File: config.mk
export PLATFORM = sky130hd
export DESIGN_NAME = trace_accumulator
export DESIGN_NICKNAME = d
export VERILOG_FILES = /design/src/rtl/trace_accumulator_pkg.sv /design/src/rtl/trace_accumulator_rmw_pipe.sv /design/src/rtl/trace_accumulator.sv
export SDC_FILE = /design/constraint.sdc
export NUM_CORES = 1
export LEC_CHECK = 0
export CORE_ASPECT_RATIO = 0.6
export CORE_MARGIN = 2
export CORE_UTILIZATION = 50
export CTS_CLUSTER_DIAMETER = 200
export DETAILED_ROUTE_END_ITERATION = 16
export DONT_BUFFER_PORTS = 1
export PLACE_DENSITY = 0.74
export SLEW_MARGIN = 20
export SYNTH_ARGS = -nofsm -noshare
export SYNTH_HDL_FRONTEND = slang
export SYNTH_SLANG_ARGS = --single-unit
File: constraint.sdc
create_clock -name sys_clk -period 2.8 [get_ports sys_clk]
set_input_delay 0.56 -clock sys_clk [delete_from_list [all_inputs] [get_ports sys_clk]]
set_output_delay 0.56 -clock sys_clk [all_outputs]
set_load 0.01 [all_outputs]
File: src/rtl/trace_accumulator_pkg.sv
// Shared state encoding and width helpers for the trace accumulator.
// Widths are derived here so the top and the RMW pipe always agree.
package trace_accumulator_pkg;

  typedef enum logic [2:0] {
    ST_IDLE,
    ST_FIRST,
    ST_ACCUM,
    ST_DRAIN,
    ST_DONE
  } acq_state_t;

  function automatic int clog2_f(input int value);
    int result;
    result = 0;
    for (int i = 0; i < 31; i++) begin
      if ((1 << i) < value) result = i + 1;
    end
    return result;
  endfunction

  // Accumulator must hold AVG_N full-scale samples without wrapping.
  function automatic int acc_w_f(input int data_w, input int avg_n);
    return data_w + clog2_f(avg_n);
  endfunction

  function automatic int addr_w_f(input int rec_len);
    return clog2_f(rec_len);
  endfunction

endpackage

File: src/rtl/trace_accumulator_rmw_pipe.sv
// Three-cycle read-add-write path into the external trace RAM, plus the
// sticky overrun flag for strobes that arrive while a pass is in flight.
module rmw_pipe #(
  parameter int DATA_W = 8,
  parameter int ACC_W  = 10,
  parameter int ADDR_W = 4
) (
  input  logic              sys_clk,
  input  logic              sys_rst_n,
  input  logic              flush,
  input  logic              clr_err,
  input  logic              sample_valid,
  input  logic [DATA_W-1:0] sample_data,
  input  logic [ADDR_W-1:0] sample_addr,
  input  logic [ACC_W-1:0]  ram_rd_data,
  output logic              accept,
  output logic              inflight,
  output logic              wr_en,
  output logic [ADDR_W-1:0] wr_addr,
  output logic [ACC_W-1:0]  wr_data,
  output logic              err_overrun
);

  logic              s1_valid;
  logic              s2_valid;
  logic [DATA_W-1:0] s1_data;
  logic [DATA_W-1:0] s2_data;
  logic [ADDR_W-1:0] s1_addr;
  logic [ADDR_W-1:0] s2_addr;
  logic [ACC_W-1:0]  s2_rd;

  assign inflight = s1_valid | s2_valid;
  assign accept   = sample_valid & ~inflight;

  // Stage 1 waits on the RAM read; stage 2 holds the read word for the write.
  always_ff @(posedge sys_clk or negedge sys_rst_n) begin
    if (!sys_rst_n) begin
      s1_valid <= 1'b0;
      s2_valid <= 1'b0;
      s1_data  <= '0;
      s2_data  <= '0;
      s1_addr  <= '0;
      s2_addr  <= '0;
      s2_rd    <= '0;
    end else if (flush) begin
      s1_valid <= 1'b0;
      s2_valid <= 1'b0;
    end else begin
      s1_valid <= accept;
      s2_valid <= s1_valid;
      if (accept) begin
        s1_data <= sample_data;
        s1_addr <= sample_addr;
      end
      if (s1_valid) begin
        s2_data <= s1_data;
        s2_addr <= s1_addr;
        s2_rd   <= ram_rd_data;
      end
    end
  end

  always_ff @(posedge sys_clk or negedge sys_rst_n) begin
    if (!sys_rst_n) begin
      err_overrun <= 1'b0;
    end else if (clr_err) begin
      err_overrun <= 1'b0;
    end else if (sample_valid && inflight) begin
      err_overrun <= 1'b1;
    end
  end

  assign wr_en   = s2_valid & ~flush;
  assign wr_addr = s2_addr;
  assign wr_data = s2_rd + ACC_W'(s2_data);

endmodule

File: src/rtl/trace_accumulator.sv
// Averaging trace accumulator: sums AVG_N records of REC_LEN samples in an
// external RAM, then streams the per-index sums (or means) out.
module trace_accumulator
  import trace_accumulator_pkg::*;
#(
  parameter  int DATA_W  = 8,
  parameter  int REC_LEN = 10,
  parameter  int AVG_N   = 4,
  localparam int ACC_W   = acc_w_f(DATA_W, AVG_N),
  localparam int ADDR_W  = addr_w_f(REC_LEN)
) (
  input  logic              sys_clk,
  input  logic              sys_rst_n,
  input  logic              start,
  input  logic              abort,
  input  logic              mean_mode,
  input  logic [DATA_W-1:0] in_data,
  input  logic              in_valid,
  output logic [ADDR_W-1:0] ram_addr,
  output logic              ram_wr_en,
  output logic [ACC_W-1:0]  ram_wr_data,
  input  logic [ACC_W-1:0]  ram_rd_data,
  output logic [ACC_W-1:0]  out_data,
  output logic              out_valid,
  input  logic              out_ready,
  output logic              busy,
  output logic              done,
  output logic              err_overrun
);

  localparam int SHIFT = clog2_f(AVG_N);
  localparam int CNT_W = clog2_f(AVG_N);

  acq_state_t        state;
  acq_state_t        next_state;
  logic [ADDR_W-1:0] idx;
  logic [CNT_W-1:0]  rec_cnt;
  logic              mean_r;
  logic              rd_pend;
  logic              out_valid_r;
  logic [ACC_W-1:0]  out_data_r;

  logic              idx_last;
  logic              rec_last;
  logic              first_wr;
  logic              rmw_valid;
  logic              rmw_accept;
  logic              rmw_inflight;
  logic              rmw_wr_en;
  logic [ADDR_W-1:0] rmw_wr_addr;
  logic [ACC_W-1:0]  rmw_wr_data;
  logic              start_go;
  logic              drain_issue;
  logic              handshake;

  assign idx_last    = (idx == ADDR_W'(REC_LEN - 1));
  assign rec_last    = (rec_cnt == CNT_W'(AVG_N - 1));
  assign first_wr    = (state == ST_FIRST) && in_valid && !abort;
  assign rmw_valid   = (state == ST_ACCUM) && in_valid && !abort;
  assign start_go    = (state == ST_IDLE) && start && !abort;
  assign handshake   = out_valid_r && out_ready;
  assign drain_issue = (state == ST_DRAIN) && !rmw_inflight && !rd_pend && !out_valid_r;

  rmw_pipe #(
    .DATA_W (DATA_W),
    .ACC_W  (ACC_W),
    .ADDR_W (ADDR_W)
  ) u_rmw (
    .sys_clk      (sys_clk),
    .sys_rst_n    (sys_rst_n),
    .flush        (abort),
    .clr_err      (start_go),
    .sample_valid (rmw_valid),
    .sample_data  (in_data),
    .sample_addr  (idx),
    .ram_rd_data  (ram_rd_data),
    .accept       (rmw_accept),
    .inflight     (rmw_inflight),
    .wr_en        (rmw_wr_en),
    .wr_addr      (rmw_wr_addr),
    .wr_data      (rmw_wr_data),
    .err_overrun  (err_overrun)
  );

  always_ff @(posedge sys_clk or negedge sys_rst_n) begin
    if (!sys_rst_n) state <= ST_IDLE;
    else            state <= next_state;
  end

  always_comb begin
    next_state = state;
    if (abort) begin
      next_state = ST_IDLE;
    end else begin
      case (state)
        ST_IDLE:  if (start) next_state = ST_FIRST;
        ST_FIRST: if (in_valid && idx_last) next_state = ST_ACCUM;
        ST_ACCUM: if (rmw_accept && idx_last && rec_last) next_state = ST_DRAIN;
        ST_DRAIN: if (handshake && idx_last) next_state = ST_DONE;
        ST_DONE:  next_state = ST_IDLE;
        default:  next_state = ST_IDLE;
      endcase
    end
  end

  // Drain reads wait for the last RMW write to retire, since the RAM has one port.
  always_ff @(posedge sys_clk or negedge sys_rst_n) begin
    if (!sys_rst_n) begin
      idx         <= '0;
      rec_cnt     <= '0;
      mean_r      <= 1'b0;
      rd_pend     <= 1'b0;
      out_valid_r <= 1'b0;
      out_data_r  <= '0;
    end else if (abort) begin
      idx         <= '0;
      rec_cnt     <= '0;
      rd_pend     <= 1'b0;
      out_valid_r <= 1'b0;
    end else begin
      case (state)
        ST_IDLE: begin
          if (start) begin
            idx     <= '0;
            rec_cnt <= '0;
            mean_r  <= mean_mode;
          end
        end
        ST_FIRST, ST_ACCUM: begin
          if ((state == ST_FIRST) ? in_valid : rmw_accept) begin
            idx <= idx_last ? '0 : idx + ADDR_W'(1);
            if (idx_last) rec_cnt <= rec_cnt + CNT_W'(1);
          end
        end
        ST_DRAIN: begin
          rd_pend <= drain_issue;
          if (rd_pend) begin
            out_data_r  <= mean_r ? (ram_rd_data >> SHIFT) : ram_rd_data;
            out_valid_r <= 1'b1;
          end else if (handshake) begin
            out_valid_r <= 1'b0;
            idx         <= idx_last ? '0 : idx + ADDR_W'(1);
          end
        end
        default: ;
      endcase
    end
  end

  assign ram_wr_en   = first_wr | rmw_wr_en;
  assign ram_addr    = rmw_wr_en ? rmw_wr_addr : idx;
  assign ram_wr_data = rmw_wr_en ? rmw_wr_data : (first_wr ? ACC_W'(in_data) : '0);
  assign out_data    = out_data_r;
  assign out_valid   = out_valid_r;
  assign busy        = (state != ST_IDLE);
  assign done        = (state == ST_DONE);

endmodule

==> results.toml <==
[status]
outcome = "finished, final reports clean"

[timing]
period_share_pct = 96.94
slew-limit-headroom_pct = 52.63
setup_violations = 0
hold_ws_ns = 0.07223
drv_slew = 0
hold_viol = 0
tightestPinTransition_ns = 0.7031
fin_tns_setup_ns = 0
max_freq_ghz = 0.3684
min_period_ns = 2.714
fin_skew_ns = 0.009645

[cells_and_area]
drive_gt1_share_pct = 18.04
syn_to_final_growth_pct = 10.14
antenna_cells = 0
layout.nets = 359
nFillCells = 532
stdcell_count = 411

[cts]
numCtsBuffers = 9
cts_root_buf = "clkbuf_8"
htreeDepth = 3
cts_tree = "built"
path_clk_slew_ns = 0.07
clock_latency_ns = 0.33
clkSinkCount = 59
cts_buffer_depth = 2

[grt]
use_met1_pct = 32.28
grt_pass1_vias = 2432
use_met3_pct = 8.036
grt_start_max_net_pins = 60
grt_use_total_pct = 22.69
antenna_found_initial = 0
grt_pass1_wl_um = 12260
grt_overflow = 0
busiest_layer = "met2"
grtUsageMet2_pct = 33.12

[critical_path]
slowest_delay_ns = 0.42
crit_fanout = 3
crit_arrival_ns = 2.15
worstSetupEndpointType = "output pin"
worstSetupStartpointType = "flip-flop"
path_class = "reg2out"
worstPathRequired_ns = 2.24
cp_cell_sequence = "ha_1, a21o_1, nand4_1, a211oi_2, o31ai_2, mux2i_2"
critical-path-slowest-cell = "dfrtp_1"

[power_and_ir_drop]
power.density_nw_per_um2 = 805.6
power.leakage_nw = 1.678
vdd_drop_max_mv = 0.5231

[detailed_routing]
vias = 2400
wirelength_um = 7177
drt-initial-drc-count = 188
firstDrtPassIters = 4
viasPerCell = 5.839
avgRoutedWirePerCell_um = 17.46
ant_nets = 0
drc = 0

[placement]
dpl.hpwl_um = 5162
gp_congestion = 0.8358
numPortBuffers = 0
dp.cells = 393

[logic_synthesis]
synth-main-ff-cell = "dfrtp_1"
syn_area_per_cell_um2 = 9.838
synthTopCellsByArea = "dfrtp_1 47%, nand2_1 8.3%, mux2_2 7.8%, ha_1 4.4%, o21ai_0 4.3%"
syn_nets = 358
yosysWarnings = 0
synth_edf_count = 0
yosysUniqueCellTypes = 47
synth_area_um2 = 3158
yosysTopAreaCell = "dfrtp_1"
synth.most_common_cell = "nand2_1"
async_flop_share_pct = 100.0
synth_top_area_share_pct = 46.75
yosysSeqAreaShare_pct = 46.75
synth_commonest_cells = "70 x nand2_1, 59 x dfrtp_1, 27 x o21ai_0"
synth_cells = 321
ys_ff_latch = 59

[floorplanning]
start_util_pct = 51.68
fp.dieH_um = 65.56
ios = 54
coreArea_um2 = 6111
dieArea_um2 = 6989
die_w_um = 106.6
rows = 22

[worst_hold_path]
worstHoldPathType = "in2async"

[run]
drv_cap = 0
flip-flops by register name, indices dropped and copies added, names as in the netlist:
signal / count
out_data: 10
u_rmw.s2_rd: 10
u_rmw.s1_data: 8
u_rmw.s2_data: 8
idx: 4
u_rmw.s1_addr: 4
u_rmw.wr_addr: 4
state: 3
rec_cnt: 2
mean_r: 1
out_valid: 1
rd_pend: 1
u_rmw.err_overrun: 1
u_rmw.s1_valid: 1
u_rmw.s2_valid: 1
cells by family (layout without fill, tap and decap cells):
kind of cell               count (synthesis)  after routing  share of synthesized area (%)
DFF                                       59             59                          46.75
and+or+nand+nor                          126            126                          19.57
AOI/OAI and AO/OA                         63             63                          12.48
adders and majority gates                 12             12                          4.992
buffers and inverters                     21             27                          2.734
xor gates and xnor gates                   4              4                          1.110
muxes                                     36             36                          12.36
worst max-delay path, delay by kind of cell, from the launching register on:
| kind | cells | cell delay, ns |
|---|---|---|
| muxes | 1 | 0.34 |
| AOI/OAI and AO/OA | 3 | 0.61 |
| adders and majority gates | 1 | 0.30 |
| and+or+nand+nor | 1 | 0.15 |
| DFF | 1 | 0.42 |
per-layer routing:
layer  vias to the layer above  wire length [µm]  share of wire, %
li1                       1133                 -                 -
met1                      1193              3632                51
met2                        71              3020                42
met3                         3               500               7.0
met4                         0                23              0.32
met5                         -                 0                 0
final timing paths:
check / end / slack [ns] / cells past startpoint / start
hold / removal: u_rmw.s2_data[0] / 0.07 / 1 / sys_rst_n
setup reg to reg: idx[2] / 0.71 / 5 / state[1]
setup / recovery: ram_wr_data[9] / 0.09 / 6 / u_rmw.s2_rd[1]
min in group sys_clk: rd_pend / 0.28 / 1 / abort
max in group asynchronous: u_rmw.s2_rd[5] / 2.45 / 1 / sys_rst_n
hold reg to reg: u_rmw.s1_addr[2] / 0.48 / 2 / u_rmw.s1_addr[2]
metrics by stage:
| stage | util [%] | instance area, µm² | setup WS, ns | power (mW) |
|---|---|---|---|---|
| floorplan | - | 3158 | 0.4373 | 1.883 |
| global placement | 52.78 | 3226 | 0.2932 | 2.020 |
| detailed placement | 52.78 | 3226 | 0.2495 | 2.069 |
| CTS | 56.61 | 3460 | 0.006487 | 2.797 |
| global route | 56.92 | 3478 | -0.007613 | 2.989 |
| finish | 56.92 | 3478 | 0.08578 | 2.802 |
repair_timing:
| item | 4_1_cts | 5_1_grt |
|---|---|---|
| endpoints found under the hold margin | 59 | 0 |
| setup buffers | 0 | 1 |
| hold buffers | 1 | 0 |
| resized for setup | 7 | 5 |
| pin swaps | 2 | 8 |
| setup endpoints to repair | 4 | 4 |
report_power, final:
part	switching, mW	internal (mW)	total, mW
Sequential	0.225	1.05	1.28
Clock	0.338	0.344	0.682
Combinational	0.447	0.395	0.842
layout make-up:
class / count / area, µm² / area share (%)
clock buffers: 12 / 145.1 / 4.173
clock inverters: 4 / 26.28 / 0.7554
inverters: 5 / 18.77 / 0.5396
multi-input cells: 241 / 1642 / 47.19
flip-flops and latches: 59 / 1476 / 42.45
well taps: 84 / 105.1 / 3.022
repair buffers: 6 / 65.06 / 1.871
cells in the final DEF, fill, tap and decap left out, types with 2 or more instances in the layout:
cell and n:
o221ai_1 2, o21ai_0 25, a21oi_1 4, clkinv_2 2
nor4_1 2, a21o_1 5, mux2_1 2, clkbuf_8 10
mux2_2 22, mux2i_1 11, nor2_1 7, nand2b_1 9
or3_1 3, clkbuf_1 2, dfrtp_1 59, nor2_2 2
xnor2_1 3, nor2b_1 3, a21oi_2 4, nand4_1 2
nand3_1 5, a31oi_1 2, nand2_1 70, nand3b_1 3
inv_1 5, a211oi_1 2, ha_1 9, a22o_1 2
nor3_1 5, o31ai_1 4, buf_4 5, nor3b_1 6
o21ai_1 5
Note: power is estimated with default switching activity, not from simulation.
